<file path="config.mk">
export PLATFORM = sky130hd
export DESIGN_NAME = dpram_arbiter_flat
export DESIGN_NICKNAME = d
export VERILOG_FILES = /design/src/rtl/dpram_arbiter_if.sv /design/src/rtl/dpram_arbiter.sv /design/src/flat_wrapper.sv
export SDC_FILE = /design/constraint.sdc
export NUM_CORES = 1
export LEC_CHECK = 0
export ABC_AREA = 0
export CAP_MARGIN = 20
export CORE_MARGIN = 2
export CORE_UTILIZATION = 50
export DETAILED_ROUTE_END_ITERATION = 7
export PLACE_DENSITY_LB_ADDON = 0.12
export SYNTH_ARGS = -nofsm -noshare
export SYNTH_HDL_FRONTEND = slang
export SYNTH_SLANG_ARGS = --single-unit
</file>
<file path="constraint.sdc">
create_clock -name clk -period 9.3 [get_ports clk]
set_clock_uncertainty 0.1 [all_clocks]
set_input_delay 1.395 -clock clk [delete_from_list [all_inputs] [get_ports clk]]
set_output_delay 1.395 -clock clk [all_outputs]
set_load 0.02 [all_outputs]
</file>
<file path="src/rtl/dpram_arbiter_if.sv">
// Requester-side bus of the dual-port RAM arbiter: per-requester request and response lanes.
// Lane i of each packed vector belongs to requester i.
interface dpram_arbiter_if #(
    parameter int unsigned NUM_REQ = 4,
    parameter int unsigned ADDR_W  = 4,
    parameter int unsigned DATA_W  = 8
);
    logic [NUM_REQ-1:0]        req_valid;
    logic [NUM_REQ-1:0]        req_we;
    logic [NUM_REQ*ADDR_W-1:0] req_addr;
    logic [NUM_REQ*DATA_W-1:0] req_wdata;
    logic [NUM_REQ-1:0]        req_ready;
    logic [NUM_REQ-1:0]        rsp_valid;
    logic [NUM_REQ*DATA_W-1:0] rsp_data;

    // Client side drives requests and consumes grants/responses.
    modport master (
        output req_valid, req_we, req_addr, req_wdata,
        input  req_ready, rsp_valid, rsp_data
    );

    // Arbiter side.
    modport slave (
        input  req_valid, req_we, req_addr, req_wdata,
        output req_ready, rsp_valid, rsp_data
    );
endinterface

</file>
<file path="src/rtl/dpram_arbiter.sv">
// Round-robin arbiter sharing one dual-port sync RAM among NUM_REQ requesters.
// Grants up to two non-conflicting requests per cycle (port A, then port B); reads return one cycle later.
module dpram_arbiter #(
    parameter int unsigned NUM_REQ = 4,
    parameter int unsigned ADDR_W  = 4,
    parameter int unsigned DATA_W  = 8
) (
    input  logic              clk,
    input  logic              rst_n,
    dpram_arbiter_if.slave    bus,
    output logic              ram_w_a,
    output logic [ADDR_W-1:0] ram_add_a,
    output logic [DATA_W-1:0] ram_din_a,
    input  logic [DATA_W-1:0] ram_dout_a,
    output logic              ram_w_b,
    output logic [ADDR_W-1:0] ram_add_b,
    output logic [DATA_W-1:0] ram_din_b,
    input  logic [DATA_W-1:0] ram_dout_b
);

    localparam int unsigned PTR_W = (NUM_REQ > 1) ? $clog2(NUM_REQ) : 1;

    logic [PTR_W-1:0]  r_rr_ptr;
    logic              r_a_rd;
    logic              r_b_rd;
    logic [PTR_W-1:0]  r_a_own;
    logic [PTR_W-1:0]  r_b_own;

    logic              w_a_gnt;
    logic              w_b_gnt;
    logic [PTR_W-1:0]  w_a_idx;
    logic [PTR_W-1:0]  w_b_idx;
    logic [ADDR_W-1:0] w_addr  [NUM_REQ];
    logic [DATA_W-1:0] w_wdata [NUM_REQ];

    for (genvar g = 0; g < NUM_REQ; g++) begin : g_unpack
        assign w_addr[g]  = bus.req_addr[g*ADDR_W +: ADDR_W];
        assign w_wdata[g] = bus.req_wdata[g*DATA_W +: DATA_W];
    end

    function automatic logic [PTR_W-1:0] next_ptr(input logic [PTR_W-1:0] p);
        return PTR_W'((32'(p) + 32'd1) % NUM_REQ);
    endfunction

    // Round-robin scan from r_rr_ptr; port B takes the first later requester not conflicting with A.
    always_comb begin : arb_scan
        logic [PTR_W-1:0] v_idx;
        v_idx         = '0;
        w_a_gnt       = 1'b0;
        w_b_gnt       = 1'b0;
        w_a_idx       = '0;
        w_b_idx       = '0;
        bus.req_ready = '0;
        for (int unsigned k = 0; k < NUM_REQ; k++) begin
            v_idx = PTR_W'((32'(r_rr_ptr) + k) % NUM_REQ);
            if (rst_n && bus.req_valid[v_idx]) begin
                if (!w_a_gnt) begin
                    w_a_gnt              = 1'b1;
                    w_a_idx              = v_idx;
                    bus.req_ready[v_idx] = 1'b1;
                end else if (!w_b_gnt &&
                             !((w_addr[v_idx] == w_addr[w_a_idx]) &&
                               (bus.req_we[v_idx] || bus.req_we[w_a_idx]))) begin
                    w_b_gnt              = 1'b1;
                    w_b_idx              = v_idx;
                    bus.req_ready[v_idx] = 1'b1;
                end
            end
        end
    end

    // RAM port drive; idle ports and the data bus of read ports are held at zero.
    always_comb begin : ram_drive
        ram_w_a   = w_a_gnt && bus.req_we[w_a_idx];
        ram_add_a = w_a_gnt ? w_addr[w_a_idx] : '0;
        ram_din_a = ram_w_a ? w_wdata[w_a_idx] : '0;
        ram_w_b   = w_b_gnt && bus.req_we[w_b_idx];
        ram_add_b = w_b_gnt ? w_addr[w_b_idx] : '0;
        ram_din_b = ram_w_b ? w_wdata[w_b_idx] : '0;
    end

    // Pointer advance and read-owner tracking.
    always_ff @(posedge clk or negedge rst_n) begin
        if (!rst_n) begin
            r_rr_ptr <= '0;
            r_a_rd   <= 1'b0;
            r_b_rd   <= 1'b0;
            r_a_own  <= '0;
            r_b_own  <= '0;
        end else begin
            if (w_b_gnt) begin
                r_rr_ptr <= next_ptr(w_b_idx);
            end else if (w_a_gnt) begin
                r_rr_ptr <= next_ptr(w_a_idx);
            end
            r_a_rd  <= w_a_gnt && !bus.req_we[w_a_idx];
            r_b_rd  <= w_b_gnt && !bus.req_we[w_b_idx];
            r_a_own <= w_a_idx;
            r_b_own <= w_b_idx;
        end
    end

    // Route registered RAM read data back to the owning lane.
    always_comb begin : rsp_route
        bus.rsp_valid = '0;
        bus.rsp_data  = '0;
        for (int unsigned i = 0; i < NUM_REQ; i++) begin
            if (r_a_rd && (r_a_own == PTR_W'(i))) begin
                bus.rsp_valid[i]                 = 1'b1;
                bus.rsp_data[i*DATA_W +: DATA_W] = ram_dout_a;
            end else if (r_b_rd && (r_b_own == PTR_W'(i))) begin
                bus.rsp_valid[i]                 = 1'b1;
                bus.rsp_data[i*DATA_W +: DATA_W] = ram_dout_b;
            end
        end
    end

endmodule

</file>
<file path="src/flat_wrapper.sv">
// flat-port wrapper written by rule: the top's interface ports become plain ports
module dpram_arbiter_flat 
#(
    parameter int unsigned NUM_REQ = 4,
    parameter int unsigned ADDR_W  = 4,
    parameter int unsigned DATA_W  = 8
)
  (clk, rst_n, ram_w_a, ram_add_a, ram_din_a, ram_dout_a, ram_w_b, ram_add_b, ram_din_b, ram_dout_b, bus_req_valid, bus_req_we, bus_req_addr, bus_req_wdata, bus_req_ready, bus_rsp_valid, bus_rsp_data);
  dpram_arbiter_if #(.NUM_REQ(NUM_REQ), .ADDR_W(ADDR_W), .DATA_W(DATA_W)) bus_i ();
  input  logic clk;
  input  logic rst_n;
  output logic ram_w_a;
  output logic [ADDR_W-1:0] ram_add_a;
  output logic [DATA_W-1:0] ram_din_a;
  input  logic [DATA_W-1:0] ram_dout_a;
  output logic ram_w_b;
  output logic [ADDR_W-1:0] ram_add_b;
  output logic [DATA_W-1:0] ram_din_b;
  input  logic [DATA_W-1:0] ram_dout_b;
  input wire logic [$bits(bus_i.req_valid)-1:0] bus_req_valid;
  input wire logic [$bits(bus_i.req_we)-1:0] bus_req_we;
  input wire logic [$bits(bus_i.req_addr)-1:0] bus_req_addr;
  input wire logic [$bits(bus_i.req_wdata)-1:0] bus_req_wdata;
  output wire logic [$bits(bus_i.req_ready)-1:0] bus_req_ready;
  output wire logic [$bits(bus_i.rsp_valid)-1:0] bus_rsp_valid;
  output wire logic [$bits(bus_i.rsp_data)-1:0] bus_rsp_data;
  assign bus_i.req_valid = bus_req_valid;
  assign bus_i.req_we = bus_req_we;
  assign bus_i.req_addr = bus_req_addr;
  assign bus_i.req_wdata = bus_req_wdata;
  assign bus_req_ready = bus_i.req_ready;
  assign bus_rsp_valid = bus_i.rsp_valid;
  assign bus_rsp_data = bus_i.rsp_data;
  dpram_arbiter #(.NUM_REQ(NUM_REQ), .ADDR_W(ADDR_W), .DATA_W(DATA_W)) u_core (.clk(clk), .rst_n(rst_n), .bus(bus_i), .ram_w_a(ram_w_a), .ram_add_a(ram_add_a), .ram_din_a(ram_din_a), .ram_dout_a(ram_dout_a), .ram_w_b(ram_w_b), .ram_add_b(ram_add_b), .ram_din_b(ram_din_b), .ram_dout_b(ram_dout_b));
endmodule
</file>
Word level (Yosys, flattened, before mapping)
Index checks and enable logic that the tools add are counted.
W data, S select, Z words.
Cells by class
  bitwise logic cells: 11
  div/mod/pow operators: 0
  muxes and demuxes: 123
  eq/ne operators: 9
  reductions and logical operators: 37
  magnitude comparators: 21
  multipliers: 0
  shifts and indexed selects: 0
  add/sub/neg operators: 5
Operators with widths (count)
  $mux W4: 28
  $mux W8: 14
  $bmux W4 S2: 8
  $mux W1: 37
  $mux W2: 18
  $bmux W8 S2: 2
  $lt A2 B3 Y1 const B: 9
  $logic_and A1 B1 Y1: 25
  $bmux W1 S2: 12
  $ge A3 B3 Y1 const B: 8
  $not A2 Y3: 8
  $eq A4 B4 Y1: 3
  $or A4 B4 Y4: 3
  $demux W1 S2: 4
  $eq A2 B2 Y1 const B: 4
  $ge A2 B1 Y1 const B: 4
  $add A2 B1 Y2 const B: 3
  $logic_not A1 Y1: 6
  $add A2 B2 Y2 const B: 2
  $eq A2 B1 Y1 const B: 2
  $logic_not A2 Y1: 2
  $logic_or A1 B1 Y1: 3
  $reduce_bool A2 Y1: 1
Storage, ports and cells
  input bits: 74
  memory bits (writable): 0
  register bits after elaboration: 8
  memories: 0
  output and inout bits: 66
  bits in read-only memories: 0
  bits in latches: 0

Longest topological paths before layout
Gate-level depths: netlist of run 1.
  depth in word-level cells: 28
  depth in mapped cells: 22

Worst setup path before layout of run 1
No wires, ideal clock.
  path type: input-to-output
  start: input bus_req_valid[3]
  end: output ram_din_b[2]
  slack: 2082 ps
  stages: 19
  arrival: 5723 ps
  required time: 7805 ps
  path through: mux2i_1 nand2_1 and3_1 clkbuf_1 ha_1 nor3b_1 a22oi_2 nand2_2 mux4_2 xor2_1 nor2_1 nand2_1 a21o_1 clkbuf_1 o21ai_4 nand2_2 buf_4 o211a_1 nor4b_1
Between the ends
  longest elaborated chain between the ends: 28
  elaborated cells between the ends (all ways): 79
Ends and longest elaborated chain
  start, declared: RTL line flat_wrapper.sv:20  | input wire logic [$bits(bus_i.req_valid)-1:0] bus_req_valid;
  $bmux W1 S2: RTL line dpram_arbiter.sv:56  | if (rst_n && bus.req_valid[v_idx]) begin
  $mux W1 (implied by the code): RTL line dpram_arbiter.sv:56
  $logic_and A1 B1 Y1: RTL line dpram_arbiter.sv:56
  $mux W2: RTL line dpram_arbiter.sv:56
  $not A2 Y3 (implied by the code): RTL line dpram_arbiter.sv:62  | !((w_addr[v_idx] == w_addr[w_a_idx]) &&
  $bmux W4 S2: RTL line dpram_arbiter.sv:62
  $mux W4 (implied by the code) (2 in series): RTL line dpram_arbiter.sv:62
  $eq A4 B4 Y1: RTL line dpram_arbiter.sv:62
  [10 not listed]
  $logic_and A1 B1 Y1: RTL line dpram_arbiter.sv:61  | end else if (!w_b_gnt &&
  $mux W2: RTL line dpram_arbiter.sv:61
  $mux W2: RTL line dpram_arbiter.sv:57  | if (!w_a_gnt) begin
  $mux W2: RTL line dpram_arbiter.sv:56
  $not A2 Y3 (implied by the code): RTL line dpram_arbiter.sv:79  | ram_din_b = ram_w_b ? w_wdata[w_b_idx] : '0;
  $bmux W8 S2: RTL line dpram_arbiter.sv:79
  $mux W8 (implied by the code) (2 in series): RTL line dpram_arbiter.sv:79
  $mux W8 *: RTL line dpram_arbiter.sv:79
  end, declared: RTL line flat_wrapper.sv:18  | output logic [DATA_W-1:0] ram_din_b;
Mark *: on every way between the ends. The rest lies on a longest branch, timed or not. The select of a mux whose other input is x is not followed.

Worst setup path in the final report of run 1
  start: input bus_req_valid[3]
  end: output ram_din_b[0]
Same word-level chain as after synthesis.

==> impl_metrics.py, run 1 <==
metrics = {
    "timing": {
        "max_freq_ghz": 0.115,
        "final-hold-violation-count": 0,
        "fin_crit_sh_pct": 93.9,
        "min_period_ns": 8.73,
        "worst_pin_slew_ns": 1.05,
        "tns_ns": 0,
        "setup_viol": 0,
        "worst_slack_ns": 0.570,
        "rsz0062_at_grt": "no",
        "whs_ns": 0.607,
        "relSlewSlack_pct": 30.1,
        "slew_violations": 0,
    },
    "global_routing": {
        "gr-usage-all-layers_pct": 31.6,
        "antenna_found_initial": 0,
        "grt_max_degree": 33,
        "grt-ovfl-total": 0,
        "grt_pass1_vias": 4031,
        "grt_pass1_wl_mm": 20.3,
    },
    "clock_tree": {
        "cts_tree": "done",
        "cts_root_buf": "clkbuf_8",
        "ctsLongestPathBuffers": 2,
        "postCtsResizedCells": 0,
        "clk_pin_slew_ns": 0.04,
        "cts_buffers": 3,
        "clk_latency_ns": 0.22,
        "htree_levels": 1,
        "cts.sinks": 8,
    },
    "hold_path": {
        "hp-start": "u_core.r_rr_ptr[0]",
        "worstHoldPathType": "flip-flop to flip-flop",
        "whs_path_depth": 2,
        "whs_endpoint": "u_core.r_rr_ptr[0]",
    },
    "die": {
        "dieWidth_um": 89.2,
        "fp.dieH_um": 89.2,
        "ios": 140,
        "floorplan.initialDensity_pct": 50.9,
        "die_area_um2": 7960,
        "rows": 31,
        "coreArea_um2": 7140,
    },
    "route": {
        "routed_wl_mm": 13.0,
        "drt-pass1-iter-count": 5,
        "num_vias": 4395,
        "wl_per_cell_um": 19.6,
        "viasPerCell": 6.63,
        "drtIter0Drc": 318,
        "ant_nets": 0,
        "drc": 0,
    },
    "power_and_ir_drop": {
        "power.share.clock_pct": 1.9,
        "power_frac_comb_pct": 95.1,
        "seqPwrFrac_pct": 3.0,
        "power.density_nw_per_um2": 406,
        "p_leak_nw": 1.98,
        "ir_drop_mv": 0.272,
        "p_switching_mw": 1.14,
        "power.total_mw": 2.08,
        "p_sw_share_pct": 54.7,
        "p_int_mw": 0.943,
    },
    "synthesis": {
        "yosysTopAreaCell": "mux4_2",
        "synth_cells": 442,
        "yosysUniqueCellTypes": 68,
        "synthArstFlopShare_pct": 100,
        "ys_warn_count": 0,
        "syn-cell-area_um2": 3630,
        "syn_nets": 521,
        "synth.area.top_cells": "mux4_2, a22o_1, mux2i_1",
        "seq_area_frac_synth_pct": 5.51,
        "yosys_register_bits": 8,
        "synth_ff_type": "dfrtp_1",
        "synth.avg_cell_area_um2": 8.21,
        "yosysTopAreaCellShare_pct": 13.6,
        "synth_edf_count": 0,
    },
    "setup_path": {
        "reg2reg_to": "u_core.r_b_rd",
        "r2r_start": "u_core.r_rr_ptr[1]",
        "crit_required_ns": 7.81,
        "r2r_slack_ns": 3.54,
        "cp-start-kind": "primary input",
        "criticalPathCategory": "primary input to primary output",
        "r2r_cells": 15,
        "endpoint_kind": "primary output",
        "crit_fanout": 17,
        "arrival_ns": 7.23,
    },
    "placement": {
        "port_buffers": 139,
        "post-place-ws_ns": 0.553,
        "dp_hpwl_mm": 9.69,
        "gp_congestion": 1.04,
    },
    "finish": {
        "diodes": 0,
        "drive_above_1_share_pct": 13.5,
        "final_cell_mix": "clkdlybuf4s50_1, a22o_1, nor2_1",
        "nets": 645,
        "layout_commonest_cell": "clkdlybuf4s50_1",
        "fill_cells": 619,
        "area_growth_pct": 41.1,
    },
    "status": {
        "status": "complete, no violations",
    },
    "flow_run": {
        "cap_viol_max_count": 0,
    },
}
-- sequential cells by signal (all words and copies together) (netlist names) --
name,count
u_core.r_a_rd,1
u_core.r_rr_ptr,2
u_core.r_b_own,2
u_core.r_a_own,2
u_core.r_b_rd,1
-- logic make-up after synthesis --
group | after synthesis | synth area share, %
XOR/XNOR | 12 | 2.89
multiplexers | 66 | 26.6
AO/OA/AOI/OAI | 153 | 34.4
flip-flops | 8 | 5.51
AND/OR/NAND/NOR | 149 | 22.7
adder cells (fa/ha/maj) | 5 | 1.72
buffers and inverters | 49 | 6.10
-- through the flow --
step	std cells	instance area, um2	utilization, %
after floorplan	442	3630	-
after global placement	655	5040	70.6
after CTS	658	5080	71.2
after detailed placement	655	5040	70.6
after global routing	663	5120	71.8
final	663	5120	71.8
-- layout make-up --
class | instances | area [um2] | share of cell area, %
multi-input combinational | 385 | 3210 | 62.7
tap | 99 | 124 | 2.42
timing repair buffer | 150 | 1480 | 28.9
inverter | 18 | 67.6 | 1.32
sequential | 8 | 200 | 3.91
clock buffer | 3 | 41.3 | 0.806
-- layer usage --
layer / GRT usage (%) / vias to the layer above / part of all wire [%]
met5: 0 / - / 0
met4: 5.83 / 0 / 1.1
met3: 7.39 / 12 / 11
met2: 52.5 / 271 / 48
met1: 42.6 / 2082 / 40
li1: - / 2030 / -
-- how the worst max path moves through the flow --
stage / start / endpoint / slack (ns) / cells past startpoint
floorplan: bus_req_valid[3] / ram_din_b[2] / 2.08 / 19
global placement: bus_req_valid[0] / ram_din_b[2] / 0.78 / 18
global route: bus_req_valid[1] / ram_din_b[4] / 0.07 / 18
finish: bus_req_valid[3] / ram_din_b[0] / 0.57 / 18
CTS: bus_req_valid[1] / ram_din_b[0] / 0.53 / 18
detailed placement: bus_req_valid[0] / ram_din_b[4] / 0.55 / 18
-- power groups by stage --
stage | combinational (mW) | sequential (mW) | clock [mW]
after detailed placement | 1.92 | 0.0630 | 0
after floorplan | 1.35 | 0.0647 | 0
final | 1.98 | 0.0626 | 0.0397
after CTS | 1.93 | 0.0627 | 0.0397
after global placement | 1.89 | 0.0622 | 0
after global routing | 2.12 | 0.0654 | 0.0432
-- critical path, cell delays in order --
cell and delay [ns]:
clkdlybuf4s50_1 0.51, mux2i_1 0.45, nand2_1 0.09, and3_1 0.28
ha_1 0.34, nor3b_1 0.30, a22oi_2 0.18, nand2_2 0.22
a21oi_1 0.13, o211a_1 0.23, nor4_1 0.52, a21oi_1 0.26
a31oi_4 0.33, a21boi_2 0.62, o21ai_0 0.20, o211a_1 0.17
nor4b_1 0.32, clkdlybuf4s50_1 0.67
-- timing repair --
| item | 4_1_cts | 5_1_grt |
|---|---|---|
| endpoints found under the setup margin | 0 | 2 |
| hold buffers | 0 | 0 |
| buffers inserted | 0 | 3 |
-- synthesized netlist by cell type (10+ instances only) --
cell and n:
a211oi_1 16, a21oi_1 16, a22o_1 34, clkbuf_1 14
inv_1 18, mux2_2 18, mux2i_1 24, mux4_2 22
nand2_1 31, nand3_1 15, nand4_1 10, nor2_1 33
o211a_1 11, o211ai_1 10, o21ai_0 22
(Power assumes the default switching activity.)
==> run 2: changes to the inputs <==
--- a/config.mk
+++ b/config.mk
@@ -10,7 +10,8 @@
 export CORE_MARGIN = 2
 export CORE_UTILIZATION = 50
 export DETAILED_ROUTE_END_ITERATION = 7
-export PLACE_DENSITY_LB_ADDON = 0.12
+export PLACE_DENSITY = 0.9
+export SKIP_CTS_REPAIR_TIMING = 1
 export SYNTH_ARGS = -nofsm -noshare
 export SYNTH_HDL_FRONTEND = slang
 export SYNTH_SLANG_ARGS = --single-unit
==> impl_metrics.py, run 2 (same netlist as run 1, synthesis figures left out) <==
metrics = {
    "finish": {
        "fill_cells": 575,
        "area_growth_pct": 39.9,
        "layout_commonest_cell": "clkdlybuf4s50_1",
        "final_cell_mix": "clkdlybuf4s50_1, a22o_1, nor2_1",
        "drive_above_1_share_pct": 12.7,
        "fin_cells": 658,
        "diodes": 0,
        "nets": 640,
        "top_regs": "u_core.r_a_own x2, u_core.r_b_own x2, u_core.r_rr_ptr x2",
    },
    "placement": {
        "dp_cells": 654,
        "dp_hpwl_mm": 10.1,
        "gp_congestion": 0.943,
        "port_buffers": 139,
    },
    "global_routing": {
        "grt-ovfl-total": 0,
        "antenna_found_initial": 0,
        "grt_pass1_wl_mm": 20.2,
        "grt_max_degree": 29,
        "grt_pass1_vias": 4035,
        "gr-usage-all-layers_pct": 31.8,
    },
    "setup_path": {
        "crit_fanout": 11,
        "cp-start-kind": "primary input",
        "crit_required_ns": 7.81,
        "r2r_slack_ns": 3.17,
        "reg2reg_to": "u_core.r_b_rd",
        "endpoint_kind": "primary output",
        "arrival_ns": 7.39,
        "criticalPathCategory": "primary input to primary output",
        "r2r_cells": 14,
        "r2r_start": "u_core.r_rr_ptr[0]",
    },
    "route": {
        "wl_met3_mm": 1.15,
        "wl_met2_mm": 6.58,
        "ant_nets": 0,
        "routed_wl_mm": 13.3,
        "drc": 0,
        "viasPerCell": 6.75,
        "num_vias": 4440,
        "drt-pass1-iter-count": 6,
        "wl_per_cell_um": 20.2,
        "wl_met1_mm": 5.22,
        "drtIter0Drc": 518,
        "routed.top_layer": "met4",
    },
    "die": {
        "ios": 140,
        "die_area_um2": 7960,
        "coreArea_um2": 7140,
        "rows": 31,
        "fp.dieH_um": 89.2,
        "dieWidth_um": 89.2,
        "floorplan.initialDensity_pct": 50.9,
    },
    "timing": {
        "tns_ns": 0,
        "fin_crit_sh_pct": 95.6,
        "setup_viol": 0,
        "rsz0062_at_grt": "no",
        "max_freq_ghz": 0.113,
        "min_period_ns": 8.89,
        "worst_pin_slew_ns": 1.12,
        "final-hold-violation-count": 0,
        "relSlewSlack_pct": 25.4,
        "slew_violations": 0,
    },
    "power_and_ir_drop": {
        "p_leak_nw": 1.96,
        "power.density_nw_per_um2": 404,
        "ir_drop_mv": 0.323,
    },
    "hold_path": {
        "hp-start": "u_core.r_rr_ptr[1]",
        "whs_path_depth": 3,
        "whs_endpoint": "u_core.r_rr_ptr[1]",
        "worstHoldPathType": "flip-flop to flip-flop",
    },
    "clock_tree": {
        "clk_pin_slew_ns": 0.04,
        "htree_levels": 1,
        "ctsLongestPathBuffers": 2,
        "cts_buffers": 3,
        "cts.sinks": 8,
        "cts_root_buf": "clkbuf_8",
        "clk_latency_ns": 0.22,
        "cts_tree": "done",
    },
    "flow_run": {
        "cap_viol_max_count": 0,
    },
    "status": {
        "status": "complete, no violations",
    },
}
==> run 2: changes by cell type in the layout (fill, tap and decap cells not counted), sizes merged <==
cell    previous run  this run
buf               11         5
clkbuf             3         4
==> run 2: how the worst max path moves through the flow <==
stage | start | to | slack [ns] | depth (start not counted)
after floorplan | bus_req_valid[3] | ram_din_b[2] | 2.08 | 19
after global placement | bus_req_valid[0] | ram_din_b[1] | 0.72 | 18
after detailed placement | bus_req_valid[1] | ram_din_b[1] | 0.57 | 18
after CTS | bus_req_valid[0] | ram_din_b[1] | 0.55 | 18
after global routing | bus_req_valid[0] | ram_din_b[0] | 0.03 | 18
final | bus_req_valid[0] | ram_din_b[0] | 0.41 | 18
==> run 2: layer usage <==
metal	global-route usage, %	vias up
li1	-	2024
met1	40.3	2112
met2	56.3	269
met3	3.88	35
met4	9.77	0
met5	0	-
==> run 2: power breakdown <==
group / switching (mW) / internal, mW
Sequential: 0.0223 / 0.0522
Combinational: 1.10 / 0.839
Clock: 0.0127 / 0.0279
==> run 2: final cells by class <==
class / count / area [um2] / share of cell area [%]
clock buffer: 3 / 41.3 / 0.813
inverter: 18 / 67.6 / 1.33
multi-input combinational: 385 / 3210 / 63.3
sequential: 8 / 200 / 3.94
tap: 99 / 124 / 2.44
timing repair buffer: 145 / 1430 / 28.2
==> run 2: metrics by stage <==
stage / cell area, um2 / hold WS [ns] / setup slack (ns) / util (%) / total power, mW
5_1_grt: 5080 / 0.728 / 0.0265 / 71.2 / 2.19
6_report: 5080 / 0.696 / 0.414 / 71.2 / 2.05
3_3_place_gp: 5030 / 0.659 / 0.716 / 70.5 / 1.94
3_5_place_dp: 5030 / 0.683 / 0.572 / 70.5 / 1.98
2_1_floorplan: 3630 / 0.774 / 2.08 / - / 1.42
4_1_cts: 5070 / 0.692 / 0.554 / 71.1 / 2.03
==> run 2: critical path, stage by stage <==
cell and delay, ns:
clkdlybuf4s50_1 0.53, mux2i_2 0.41, nand2_1 0.11, and3_1 0.30
ha_1 0.33, and3b_1 0.20, a22o_1 0.20, o211ai_1 0.67
o31ai_1 0.20, a221oi_2 0.31, xor2_1 0.20, nor3_2 0.08
a211oi_2 0.42, nand3_2 0.32, a21boi_0 0.34, o22ai_2 0.23
nor4b_1 0.45, clkdlybuf4s50_1 0.69
==> run 3: changes to the inputs <==
--- a/config.mk
+++ b/config.mk
@@ -9,6 +9,7 @@
 export CAP_MARGIN = 20
 export CORE_MARGIN = 2
 export CORE_UTILIZATION = 50
+export CTS_CLUSTER_SIZE = 16
 export DETAILED_ROUTE_END_ITERATION = 7
 export PLACE_DENSITY = 0.9
 export SKIP_CTS_REPAIR_TIMING = 1
==> results of run 3 <==
The final DEF is identical to that of run 2; final timing and power are the same.
